File: src/rtl/fetch_sequencer_if.sv
// Bundles the instruction-memory port and the fetch/decode handshake of fetch_sequencer.
// master = fetch controller side, slave = memory/decode/bench side.
interface fetch_sequencer_if #(
    parameter int WORD_LENGTH   = 16,
    parameter int ADDRESS_SPACE = 21
);
    logic [ADDRESS_SPACE-1:0]   mar;
    logic [WORD_LENGTH-1:0]     mdr;
    logic                       stall;
    logic                       redirect;
    logic [ADDRESS_SPACE-1:0]   redirect_pc;
    logic [2*WORD_LENGTH-1:0]   instr;
    logic [ADDRESS_SPACE-1:0]   instr_pc;
    logic                       instr_valid;
    logic                       booting;

    modport master (
        output mar,
        input  mdr,
        input  stall,
        input  redirect,
        input  redirect_pc,
        output instr,
        output instr_pc,
        output instr_valid,
        output booting
    );

    modport slave (
        input  mar,
        output mdr,
        output stall,
        output redirect,
        output redirect_pc,
        input  instr,
        input  instr_pc,
        input  instr_valid,
        input  booting
    );
endinterface

File: src/rtl/fetch_sequencer.sv
// Instruction-fetch controller: boots from the reset vector in words 0/1, then streams
// sequential fetches, assembling one- and two-word instructions for decode.
module fetch_sequencer #(
    parameter int WORD_LENGTH   = 16,
    parameter int ADDRESS_SPACE = 21
) (
    input  logic               clk,
    input  logic               reset,
    fetch_sequencer_if.master  bus
);
    localparam int VH = ADDRESS_SPACE - WORD_LENGTH;

    typedef enum logic [2:0] {VEC0, VEC1, VEC2, RUN, IMM} state_t;

    state_t state;
    state_t state_next;

    logic [ADDRESS_SPACE-1:0]  pc;
    logic [ADDRESS_SPACE-1:0]  pend_addr;
    logic                      pend_valid;
    logic [WORD_LENGTH-1:0]    hold_word;
    logic [ADDRESS_SPACE-1:0]  hold_pc;
    logic [VH-1:0]             vec_hi;
    logic [2*WORD_LENGTH-1:0]  instr_r;
    logic [ADDRESS_SPACE-1:0]  instr_pc_r;
    logic                      instr_valid_r;

    logic running;
    logic issue;
    logic consume;
    logic two_word;

    always_comb begin
        running  = (state == RUN) || (state == IMM);
        issue    = running && !bus.stall && !bus.redirect;
        consume  = issue && pend_valid;
        two_word = bus.mdr[WORD_LENGTH-1];
    end

    always_ff @(posedge clk) begin
        if (!reset) state <= VEC0;
        else        state <= state_next;
    end

    always_comb begin
        state_next = state;
        case (state)
            VEC0: state_next = VEC1;
            VEC1: state_next = VEC2;
            VEC2: state_next = RUN;
            RUN: begin
                if (bus.redirect)            state_next = RUN;
                else if (consume && two_word) state_next = IMM;
            end
            IMM: begin
                if (bus.redirect)  state_next = RUN;
                else if (consume)  state_next = RUN;
            end
            default: state_next = VEC0;
        endcase
    end

    // A stalled fetch re-presents pend_addr so mdr still holds that word on release.
    always_comb begin
        bus.mar     = '0;
        bus.booting = 1'b0;
        case (state)
            VEC0: begin
                bus.mar     = '0;
                bus.booting = 1'b1;
            end
            VEC1, VEC2: begin
                bus.mar     = ADDRESS_SPACE'(1);
                bus.booting = 1'b1;
            end
            RUN, IMM: begin
                if (bus.stall && !bus.redirect) bus.mar = pend_addr;
                else                            bus.mar = pc;
            end
            default: bus.booting = 1'b1;
        endcase
        if (!reset) bus.mar = '0;
    end

    always_ff @(posedge clk) begin
        if (!reset) begin
            pc            <= '0;
            pend_valid    <= 1'b0;
            pend_addr     <= '0;
            hold_word     <= '0;
            hold_pc       <= '0;
            vec_hi        <= '0;
            instr_r       <= '0;
            instr_pc_r    <= '0;
            instr_valid_r <= 1'b0;
        end else begin
            case (state)
                VEC1: vec_hi <= bus.mdr[VH-1:0];
                VEC2: pc <= {vec_hi, bus.mdr};
                RUN, IMM: begin
                    if (bus.redirect) begin
                        pc            <= bus.redirect_pc;
                        pend_valid    <= 1'b0;
                        instr_valid_r <= 1'b0;
                    end else if (!bus.stall) begin
                        pc         <= pc + ADDRESS_SPACE'(1);
                        pend_valid <= 1'b1;
                        pend_addr  <= pc;
                        if (!pend_valid) begin
                            instr_valid_r <= 1'b0;
                        end else if (state == IMM) begin
                            instr_r       <= {hold_word, bus.mdr};
                            instr_pc_r    <= hold_pc;
                            instr_valid_r <= 1'b1;
                        end else if (two_word) begin
                            hold_word     <= bus.mdr;
                            hold_pc       <= pend_addr;
                            instr_valid_r <= 1'b0;
                        end else begin
                            instr_r       <= {bus.mdr, {WORD_LENGTH{1'b0}}};
                            instr_pc_r    <= pend_addr;
                            instr_valid_r <= 1'b1;
                        end
                    end
                end
                default: ;
            endcase
        end
    end

    assign bus.instr       = instr_r;
    assign bus.instr_pc    = instr_pc_r;
    assign bus.instr_valid = instr_valid_r;
endmodule
File: src/flat_wrapper.sv
// flat-port wrapper written by rule: the top's interface ports become plain ports
module fetch_sequencer_flat 
#(
    parameter int WORD_LENGTH   = 16,
    parameter int ADDRESS_SPACE = 21
)
  (clk, reset, bus_mar, bus_mdr, bus_stall, bus_redirect, bus_redirect_pc, bus_instr, bus_instr_pc, bus_instr_valid, bus_booting);
  fetch_sequencer_if #(.WORD_LENGTH(WORD_LENGTH), .ADDRESS_SPACE(ADDRESS_SPACE)) bus_i ();
  input  logic clk;
  input  logic reset;
  output wire logic [$bits(bus_i.mar)-1:0] bus_mar;
  input wire logic [$bits(bus_i.mdr)-1:0] bus_mdr;
  input wire logic [$bits(bus_i.stall)-1:0] bus_stall;
  input wire logic [$bits(bus_i.redirect)-1:0] bus_redirect;
  input wire logic [$bits(bus_i.redirect_pc)-1:0] bus_redirect_pc;
  output wire logic [$bits(bus_i.instr)-1:0] bus_instr;
  output wire logic [$bits(bus_i.instr_pc)-1:0] bus_instr_pc;
  output wire logic [$bits(bus_i.instr_valid)-1:0] bus_instr_valid;
  output wire logic [$bits(bus_i.booting)-1:0] bus_booting;
  assign bus_mar = bus_i.mar;
  assign bus_i.mdr = bus_mdr;
  assign bus_i.stall = bus_stall;
  assign bus_i.redirect = bus_redirect;
  assign bus_i.redirect_pc = bus_redirect_pc;
  assign bus_instr = bus_i.instr;
  assign bus_instr_pc = bus_i.instr_pc;
  assign bus_instr_valid = bus_i.instr_valid;
  assign bus_booting = bus_i.booting;
  fetch_sequencer #(.WORD_LENGTH(WORD_LENGTH), .ADDRESS_SPACE(ADDRESS_SPACE)) u_core (.clk(clk), .reset(reset), .bus(bus_i));
endmodule
File: config.mk
export PLATFORM = sky130hd
export DESIGN_NAME = fetch_sequencer_flat
export DESIGN_NICKNAME = d
export VERILOG_FILES = /design/src/rtl/fetch_sequencer_if.sv /design/src/rtl/fetch_sequencer.sv /design/src/flat_wrapper.sv
export SDC_FILE = /design/constraint.sdc
export NUM_CORES = 1
export LEC_CHECK = 0
export CAP_MARGIN = 20
export CORE_ASPECT_RATIO = 1.4
export CORE_UTILIZATION = 35
export CTS_BUF_LIST = sky130_fd_sc_hd__clkbuf_4 sky130_fd_sc_hd__clkbuf_8 sky130_fd_sc_hd__clkbuf_16
export DETAILED_ROUTE_END_ITERATION = 10
export GPL_TIMING_DRIVEN = 1
export PLACE_DENSITY = 0.6
export REMOVE_ABC_BUFFERS = 1
export SLEW_MARGIN = 10
export SYNTH_ARGS = -nofsm -noshare
export SYNTH_HDL_FRONTEND = slang
export SYNTH_SLANG_ARGS = --single-unit
File: constraint.sdc
create_clock -name clk -period 2.7 [get_ports clk]
set_clock_uncertainty 0.1 [all_clocks]
set_input_delay 0.27 -clock clk [delete_from_list [all_inputs] [get_ports clk]]
set_output_delay 0.27 -clock clk [all_outputs]
set_load 0.02 [all_outputs]
# [Word-level counts from Yosys, hierarchy flattened]
# Index checks and enable logic that the tools add are counted.
[op_classes] add_sub_neg=1 mul=0 div=0 order_cmp=0 eq_ne=9 shifts=0 mux=23 bitwise_logic=3 reduce_logical=18
[op_table] operator="21-bit two-way mux" n=6
[op_table] operator="21-bit case mux with 2 select lines" n=2
[op_table] operator="32-bit two-way mux" n=2
[op_table] operator="21-bit by 1-bit adder with 21-bit output, second input constant" n=1
[op_table] operator="3-bit case mux with 5 select lines" n=1
[op_table] operator="3-bit two-way mux" n=4
[op_table] operator="1-bit two-way mux" n=8
[op_table] operator="3-bit by 2-bit == test with 1-bit output, second input constant" n=2
[op_table] operator="3-bit != test, second input constant" n=2
[op_table] operator="2-bit AND reduction" n=3
[op_table] operator="6-bit AND reduction" n=1
[op_table] operator="1-bit logical AND" n=5
[op_table] operator="5-bit AND reduction" n=1
[op_table] operator="2-bit by 1-bit != test with 1-bit output, second input constant" n=2
[op_table] operator="2-bit OR reduction" n=2
[op_table] operator="3-bit by 1-bit == test with 1-bit output, second input constant" n=1
[op_table] operator="3-bit == test, second input constant" n=1
[op_table] operator="3-bit zero test" n=1
[op_table] operator="3-bit by 2-bit != test with 1-bit output, second input constant" n=1
[op_table] operator="1-bit NOT" n=3
[op_table] operator="3-bit AND reduction" n=1
[op_table] operator="1-bit zero test" n=2
[op_table] operator="2-bit nonzero test" n=1
[op_table] operator="1-bit logical OR" n=1
[totals] reg_bits=142 latchBits=0 ramBits=0 mem_bits_ro=0 in_bits=41 memories=0

# [Longest topological paths before layout]
# Gate-level depths: netlist of run 1.
[depth] ltp_word=9 depth_mapped=8 mapped_depth_nobuf=6

# [Worst setup path after synthesis of run 1]
# Ideal clock, no wire load.
[synth_path] path_kind="reg2out" from="register u_core.state[0]" to="output port bus_mar[0]" arrival_time_ns=1.516 path_slack_ns=0.814 path_stages_with_launch=6 path_cell_list="dfxtp_1 > or3b_1 > buf_2 > clkbuf_1 > o32a_1 > nor2_1"
[synth_between] elab_chain_len=4 elab_cells_between_ends=8 cone_classes="4 x eq/ne; 2 x mux; 2 x reduce/logical"
[synth_lines] element="start, declared" line="fetch_sequencer.sv:15" source="state_t state;"
[synth_lines] element="start signal, assigned" line="fetch_sequencer.sv:42" source="else state <= state_next;"
[synth_lines] element="3-bit == test, or another cell as far along" line="fetch_sequencer.sv:67" source="case (state)"
[synth_lines] element="2-bit OR reduction" line="fetch_sequencer.sv:67"
[synth_lines] element="21-bit case mux with 2 select lines (*)" line="fetch_sequencer.sv:67"
[synth_lines] element="21-bit two-way mux (*)" line="fetch_sequencer.sv:82" source="if (!reset) bus.mar = '0;"
[synth_lines] element="end, declared" line="flat_wrapper.sv:11" source="output wire logic [$bits(bus_i.mar)-1:0] bus_mar;"
# Mark *: on every way between the ends. The rest lies on a longest branch, timed or not.

# [Final worst setup path of run 1]
[layout_path] from="register u_core.state[2]" to="output port bus_booting"
[layout_between] elab_chain_len=3 elab_cells_between_ends=4 cone_classes="2 x eq/ne; 1 x mux; 1 x reduce/logical"
[layout_lines] element="3-bit == test or 3-bit by 2-bit == test with 1-bit output (tied branches)" line="fetch_sequencer.sv:67"
[layout_lines] element="2-bit OR reduction (*)" line="fetch_sequencer.sv:67"
[layout_lines] element="1-bit two-way mux (*)" line="fetch_sequencer.sv:67"
[layout_lines] element="end, declared" line="flat_wrapper.sv:19" source="output wire logic [$bits(bus_i.booting)-1:0] bus_booting;"
# Marked as above.

==> results of run 1 <==
==> how the worst max path moves through the flow <==
stage,depth (start not counted),from,slack [ps],endpoint
after global placement,7,bus_stall,10,bus_mar[0]
after detailed placement,7,bus_redirect,30,bus_mar[0]
after global routing,5,u_core.state[2],80,bus_booting
after floorplan,5,u_core.state[2],-2450,u_core.bus.instr[0]
after CTS,6,u_core.state[2],1,bus_mar[14]
final,5,u_core.state[2],160,bus_booting
==> routing by layer <==
metal / part of all wire (%) / GRT usage, %
met1: 42 / 26.9
met2: 51 / 36.9
met3: 5.1 / 4.90
met4: 2.1 / 7.54
met5: 0 / 0
==> cells by family (layout without fill, tap and decap cells) <==
kind of cell,Yosys count,after routing,share of synthesized area [%]
fa+ha+maj,1,1,0.193
xor+xnor,11,11,1.48
compound gates,227,227,23.5
flops,142,142,43.8
simple gates,371,371,24.2
buf+inv,80,203,5.13
mux,11,11,1.70
==> worst max-delay path, stage by stage, from the launching register on <==
cell and delay, ps:
dfxtp_1 360, buf_4 180, or3b_4 440, nand2_1 110, inv_2 100, clkdlybuf4s50_1 550
==> state kept, by name, indices dropped and copies added (netlist names) <==
name	cells
u_core.bus.instr	32
u_core.bus.instr_pc	21
u_core.pend_valid	1
u_core.pend_addr	21
u_core.bus.instr_valid	1
u_core.vec_hi	5
u_core.hold_word	16
u_core.pc	21
u_core.hold_pc	21
u_core.state	3
==> synthesized netlist by cell type (all sizes together) (2+ instances only) <==
cell and count:
nand2 251, dfxtp 142, a21oi 103, nor2 66, clkbuf 44, a311oi 38, buf 26, o21ai 23
a22o 17, nand3 12, mux2i 11, o211ai 11, inv 10, nor3 10, nand4 6, xnor2 6
xor2 5, a221oi 4, nand2b 4, nor2b 4, nor4 4, o21a 4, o2111a 3, o32a 3
a211o 2, a211oi 2, a31oi 2, o221a 2, o22ai 2, or2 2, or3b 2, or4 2
==> through the flow <==
step / setup TNS [ps] / utilization, % / worst slack, ps / hold WS (ps)
after floorplan: -237380 / - / -2450 / 249
after global routing: 0 / 48.1 / 76.8 / 369
after global placement: 0 / 44.6 / 11.8 / 341
final: 0 / 48.1 / 160 / 353
after CTS: 0 / 47.9 / 1.26 / 355
after detailed placement: 0 / 44.6 / 33.1 / 347
==> layout make-up <==
type | instances | area share [%]
well taps | 240 | 3.45
multi-input cells | 621 | 38.3
repair buffers | 161 | 18.3
clock inverters | 13 | 1.61
inverters | 10 | 0.446
flip-flops and latches | 142 | 32.7
clock buffers | 19 | 5.14
==> report_power, final <==
group | switching (W) | internal (W)
clock network | 0.000926 | 0.00139
registers | 0.0000636 | 0.00214
logic | 0.000256 | 0.000190
==> metrics.cfg, run 1 <==
[outcome]
outcome = completed

[sta]
rsz0062_at_grt = no
finalCritPeriodShare_pct = 94.1
fin_crit_ps = 2540
worstMarginPinSlew_ps = 546
timing.fmax_ghz = 0.394
setup-violations-final = 0
drv_slew = 0
finalHoldViolations = 0
maxSlewHeadroom_pct = 63.4

[floorplanning]
core_region_area_um2 = 18100
start_util_pct = 35.9
die_area_um2 = 19100
ios = 117
rows = 58
die_h_um = 163
dieWidth_um = 117

[route]
via_count = 6314
routed_via_density = 5.24
drt_iter0_drc = 402
firstDrtPassIters = 5
wl_per_cell_um = 16.5
drcViolationCount = 0
ant_nets = 0
drt_wl_total_mm = 19.9

[cts]
cts-root-buf = clkbuf_16
cts_max_level = 4
cts-buffers-inserted = 17
clockBufferDepth = 2
cts_tree = yes
numClockSinks = 142
cts.clk_slew.worst_paths_ps = 60
postCtsResizedCells = 7
clock_latency_ps = 430
postCtsSetupRepairBufs = 0
cts_hold_buf = 0

[placement]
dp.cells = 1174
place_congestion = 0.863
hpwl_mm = 13.7
io_buffers = 116
postPlaceCellArea_um2 = 8070

[synth]
synth_cell_type_count = 66
ys_warn_count = 0
syn_inst = 843
yosysSeqAreaShare_pct = 43.8
syn_area_per_cell_um2 = 7.70
async_flop_share_pct = 0
synth_ff_type = dfxtp_1
synth-seq-cells = 142
yosysTopAreaCell = dfxtp_1
synthTopCellsByArea = dfxtp_1, nand2_1, a21oi_1
synth_top_area_share_pct = 43.8
synth-edff-count = 0
synth.cell_area_um2 = 6490

[power]
p_total_w = 0.00497
ir_drop_uv = 319
leakagePower_nw = 3.20
power.density_nw_per_um2 = 571

[global_route]
grt_max_degree = 108
grt_pass1_wl_mm = 31.5
antenna_found_initial = 0
grt.total_usage_pct = 21.8
grt_pass1_vias = 5811
overflow = 0

[job]
drv_cap = 0

[finish]
final_cell_mix = nand2_1, dfxtp_1, a21oi_1, clkdlybuf4s50_1, nor2_1
multi_input_area_um2 = 3330
fin_nets = 995
area_delta_synth_final_pct = 34.0
n_fill_cell = 1768
fin_area_um2 = 8700
layout_commonest_cell = nand2_1
diodes = 0
ff_latch_area_um2 = 2840
drive_above_1_share_pct = 10.0
instances_no_fill = 1206

[worst_setup_path]
path_class = reg -> out
r2r-start = u_core.state[2]
worstPathArrival_ps = 2170
cp-end-kind = output port
crit_required_ps = 2330
regToRegSetupSlack_ps = 410
reg2reg_depth = 8
rr_endpoint = u_core.pend_addr[3]
cp_max_fo = 11
start_kind = flop

[min_path]
hold_depth = 2
holdCritStartpoint = u_core.hold_pc[10]
min_delay_worst_endpoint = u_core.hold_pc[10]
hold_class = reg -> reg

(Power assumes the default switching activity.)
==> run 2, diff against run 1 <==
--- a/config.mk
+++ b/config.mk
@@ -13,7 +13,7 @@
 export GPL_TIMING_DRIVEN = 1
 export PLACE_DENSITY = 0.6
 export REMOVE_ABC_BUFFERS = 1
-export SLEW_MARGIN = 10
+export SLEW_MARGIN = 0
 export SYNTH_ARGS = -nofsm -noshare
 export SYNTH_HDL_FRONTEND = slang
 export SYNTH_SLANG_ARGS = --single-unit
==> metrics.cfg, run 2 (synthesized netlist as in run 1, its figures left out) <==
[min_path]
hold_class = reg -> reg  ; unchanged
min_delay_worst_endpoint = u_core.hold_pc[0]  ; was u_core.hold_pc[10]
hold_depth = 2  ; unchanged
holdCritStartpoint = u_core.hold_pc[0]  ; was u_core.hold_pc[10]

[power]
p_comb_share_pct = 9.1  ; was 9.0%
leakagePower_nw = 3.05  ; was 3.20 nW
sw_frac_of_total_pct = 25.3  ; was 25.1%
power_switching_w = 0.00123  ; was 0.00125 W
ir_drop_uv = 266  ; was 319 µV
p_seq_share_pct = 45.0  ; was 44.3%
p_clk_share_pct = 45.8  ; was 46.7%
power.density_nw_per_um2 = 566  ; was 571 nW/µm²
p_int_w = 0.00365  ; was 0.00372 W

[finish]
n_fill_cell = 1776  ; was 1,768
fin_nets = 995  ; unchanged
drive_above_1_share_pct = 9.95  ; was 10.0%
largest_register_ff_count = 32  ; unchanged
diodes = 0  ; unchanged
area_delta_synth_final_pct = 33.0  ; was 34.0%
final_cell_mix = nand2_1, dfxtp_1, a21oi_1, clkdlybuf4s50_1, nor2_1  ; unchanged
multi_input_area_um2 = 3330  ; unchanged
ff_latch_area_um2 = 2840  ; unchanged
fin_area_um2 = 8630  ; was 8700 µm²
layout_commonest_cell = nand2_1  ; unchanged

[floorplanning]
dieWidth_um = 117  ; unchanged
rows = 58  ; unchanged
core_region_area_um2 = 18100  ; unchanged
die_area_um2 = 19100  ; unchanged
start_util_pct = 35.9  ; unchanged
die_h_um = 163  ; unchanged
ios = 117  ; unchanged

[worst_setup_path]
worstPathArrival_ps = 2200  ; was 2170 ps
crit_required_ps = 2330  ; about the same
reg2reg_depth = 8  ; unchanged
start_kind = flop  ; unchanged
regToRegSetupSlack_ps = 360  ; was 410 ps
r2r-start = u_core.state[2]  ; unchanged
cp-end-kind = output port  ; unchanged
path_class = reg -> out  ; unchanged
cp_max_fo = 11  ; unchanged
rr_endpoint = u_core.pend_addr[6]  ; was u_core.pend_addr[3]

[sta]
hold_ws_ps = 354  ; was 353 ps
timing.fmax_ghz = 0.389  ; was 0.394 GHz
drv_slew = 0  ; unchanged
fin_crit_ps = 2570  ; was 2540 ps
finalCritPeriodShare_pct = 95.1  ; was 94.1%
rsz0062_at_grt = no  ; unchanged
finalHoldViolations = 0  ; unchanged
maxSlewHeadroom_pct = 63.8  ; was 63.4%
worstMarginPinSlew_ps = 540  ; was 546 ps
setup-violations-final = 0  ; unchanged

[placement]
hpwl_mm = 13.7  ; about the same
place_congestion = 0.863  ; unchanged
postPlaceCellArea_um2 = 8070  ; about the same
io_buffers = 116  ; unchanged

[global_route]
grt_pass1_vias = 5833  ; was 5,811
grt_pass1_wl_mm = 31.8  ; was 31.5 mm
antenna_found_initial = 0  ; unchanged
grt_max_degree = 108  ; unchanged
overflow = 0  ; unchanged
grt.total_usage_pct = 22.0  ; was 21.8%

[cts]
cts.clk_slew.worst_paths_ps = 50  ; was 60 ps
numClockSinks = 142  ; unchanged
cts-root-buf = clkbuf_16  ; unchanged
cts_tree = yes  ; unchanged
clockBufferDepth = 2  ; unchanged
clock_latency_ps = 430  ; about the same
cts_hold_buf = 0  ; unchanged
cts_max_level = 4  ; unchanged
cts-buffers-inserted = 17  ; unchanged

[route]
drt_iter0_drc = 431  ; was 402
drt_wl_total_mm = 20.1  ; was 19.9 mm
ant_nets = 0  ; unchanged
via_count = 6330  ; was 6,314
wl_per_cell_um = 16.7  ; was 16.5 µm
routed_via_density = 5.25  ; was 5.24
firstDrtPassIters = 5  ; unchanged
drcViolationCount = 0  ; unchanged

[outcome]
outcome = completed  ; unchanged

[job]
drv_cap = 0  ; unchanged

run 2: cell count changes in the layout (fill, tap and decap cells not counted):
cell | previous run | this run
clkinvlp_4 | 4 | 3
clkbuf_4 | 1 | 2
clkinv_4 | 3 | 1
buf_6 | 0 | 1
dlygate4sd2_1 | 5 | 16
dlymetal6s2s_1 | 16 | 5
bufinv_16 | 2 | 1
clkbuf_8 | 1 | 2
buf_4 | 40 | 39
clkinv_2 | 4 | 5
run 2: worst max-delay path by stage:
stage / startpoint / to
final: u_core.state[2] / bus_booting
after global routing: u_core.state[2] / bus_booting
after CTS: u_core.state[2] / bus_mar[18]
after detailed placement: bus_redirect / bus_mar[7]
after global placement: bus_stall / bus_mar[0]
after floorplan: u_core.state[2] / u_core.bus.instr[0]
run 2: cell type report:
cell class / instances / share of cell area [%]
sequential: 142 / 32.9
inverter: 10 / 0.449
clock inverter: 10 / 1.04
multi-input combinational: 621 / 38.6
clock buffer: 21 / 5.42
timing repair buffer: 161 / 18.0
tap: 240 / 3.48
run 2: metal layers:
layer | up-vias | routed length (µm) | track usage (%)
met5 | - | 0 | 0
met4 | 0 | 610 | 9.21
met3 | 40 | 911 | 4.71
met2 | 163 | 9980 | 36.7
met1 | 2982 | 8630 | 27.1
li1 | 3145 | - | -
run 2: timing repair:
item | in CTS | in global routing
gates resized for setup | 18 | 5
cloned | 0 | 0
buffers inserted | 0 | 0
pin swaps | 0 | 0
setup endpoints to repair | 20 | 5
run 2: worst max-delay path, cell delays in order (launching register included):
cell             delay (ps)
dfxtp_1                 370
buf_4                   190
or3b_4                  440
nand2_1                 120
inv_2                   100
clkdlybuf4s50_1         550
run 2: power groups by stage:
stage	Sequential [W]	Clock (W)	Combinational [W]
after CTS	0.00220	0.00227	0.000448
final	0.00220	0.00224	0.000447
after global placement	0.00224	0	0.000446
after global routing	0.00221	0.00238	0.000488
after detailed placement	0.00224	0	0.000449
after floorplan	0.00223	0	0.000211
run 2: per-stage QoR:
| step | power, W | setup slack, ps | utilization [%] | setup TNS, ps | cells |
|---|---|---|---|---|---|
| after floorplan | 0.00245 | -2450 | - | -237380 | 773 |
| after global placement | 0.00269 | 11.8 | 44.6 | 0 | 1173 |
| after detailed placement | 0.00269 | 38.7 | 44.7 | 0 | 1174 |
| after CTS | 0.00491 | 1.99 | 47.7 | 0 | 1205 |
| after global routing | 0.00507 | 80.1 | 47.8 | 0 | 1205 |
| final | 0.00489 | 132 | 47.8 | 0 | 1205 |
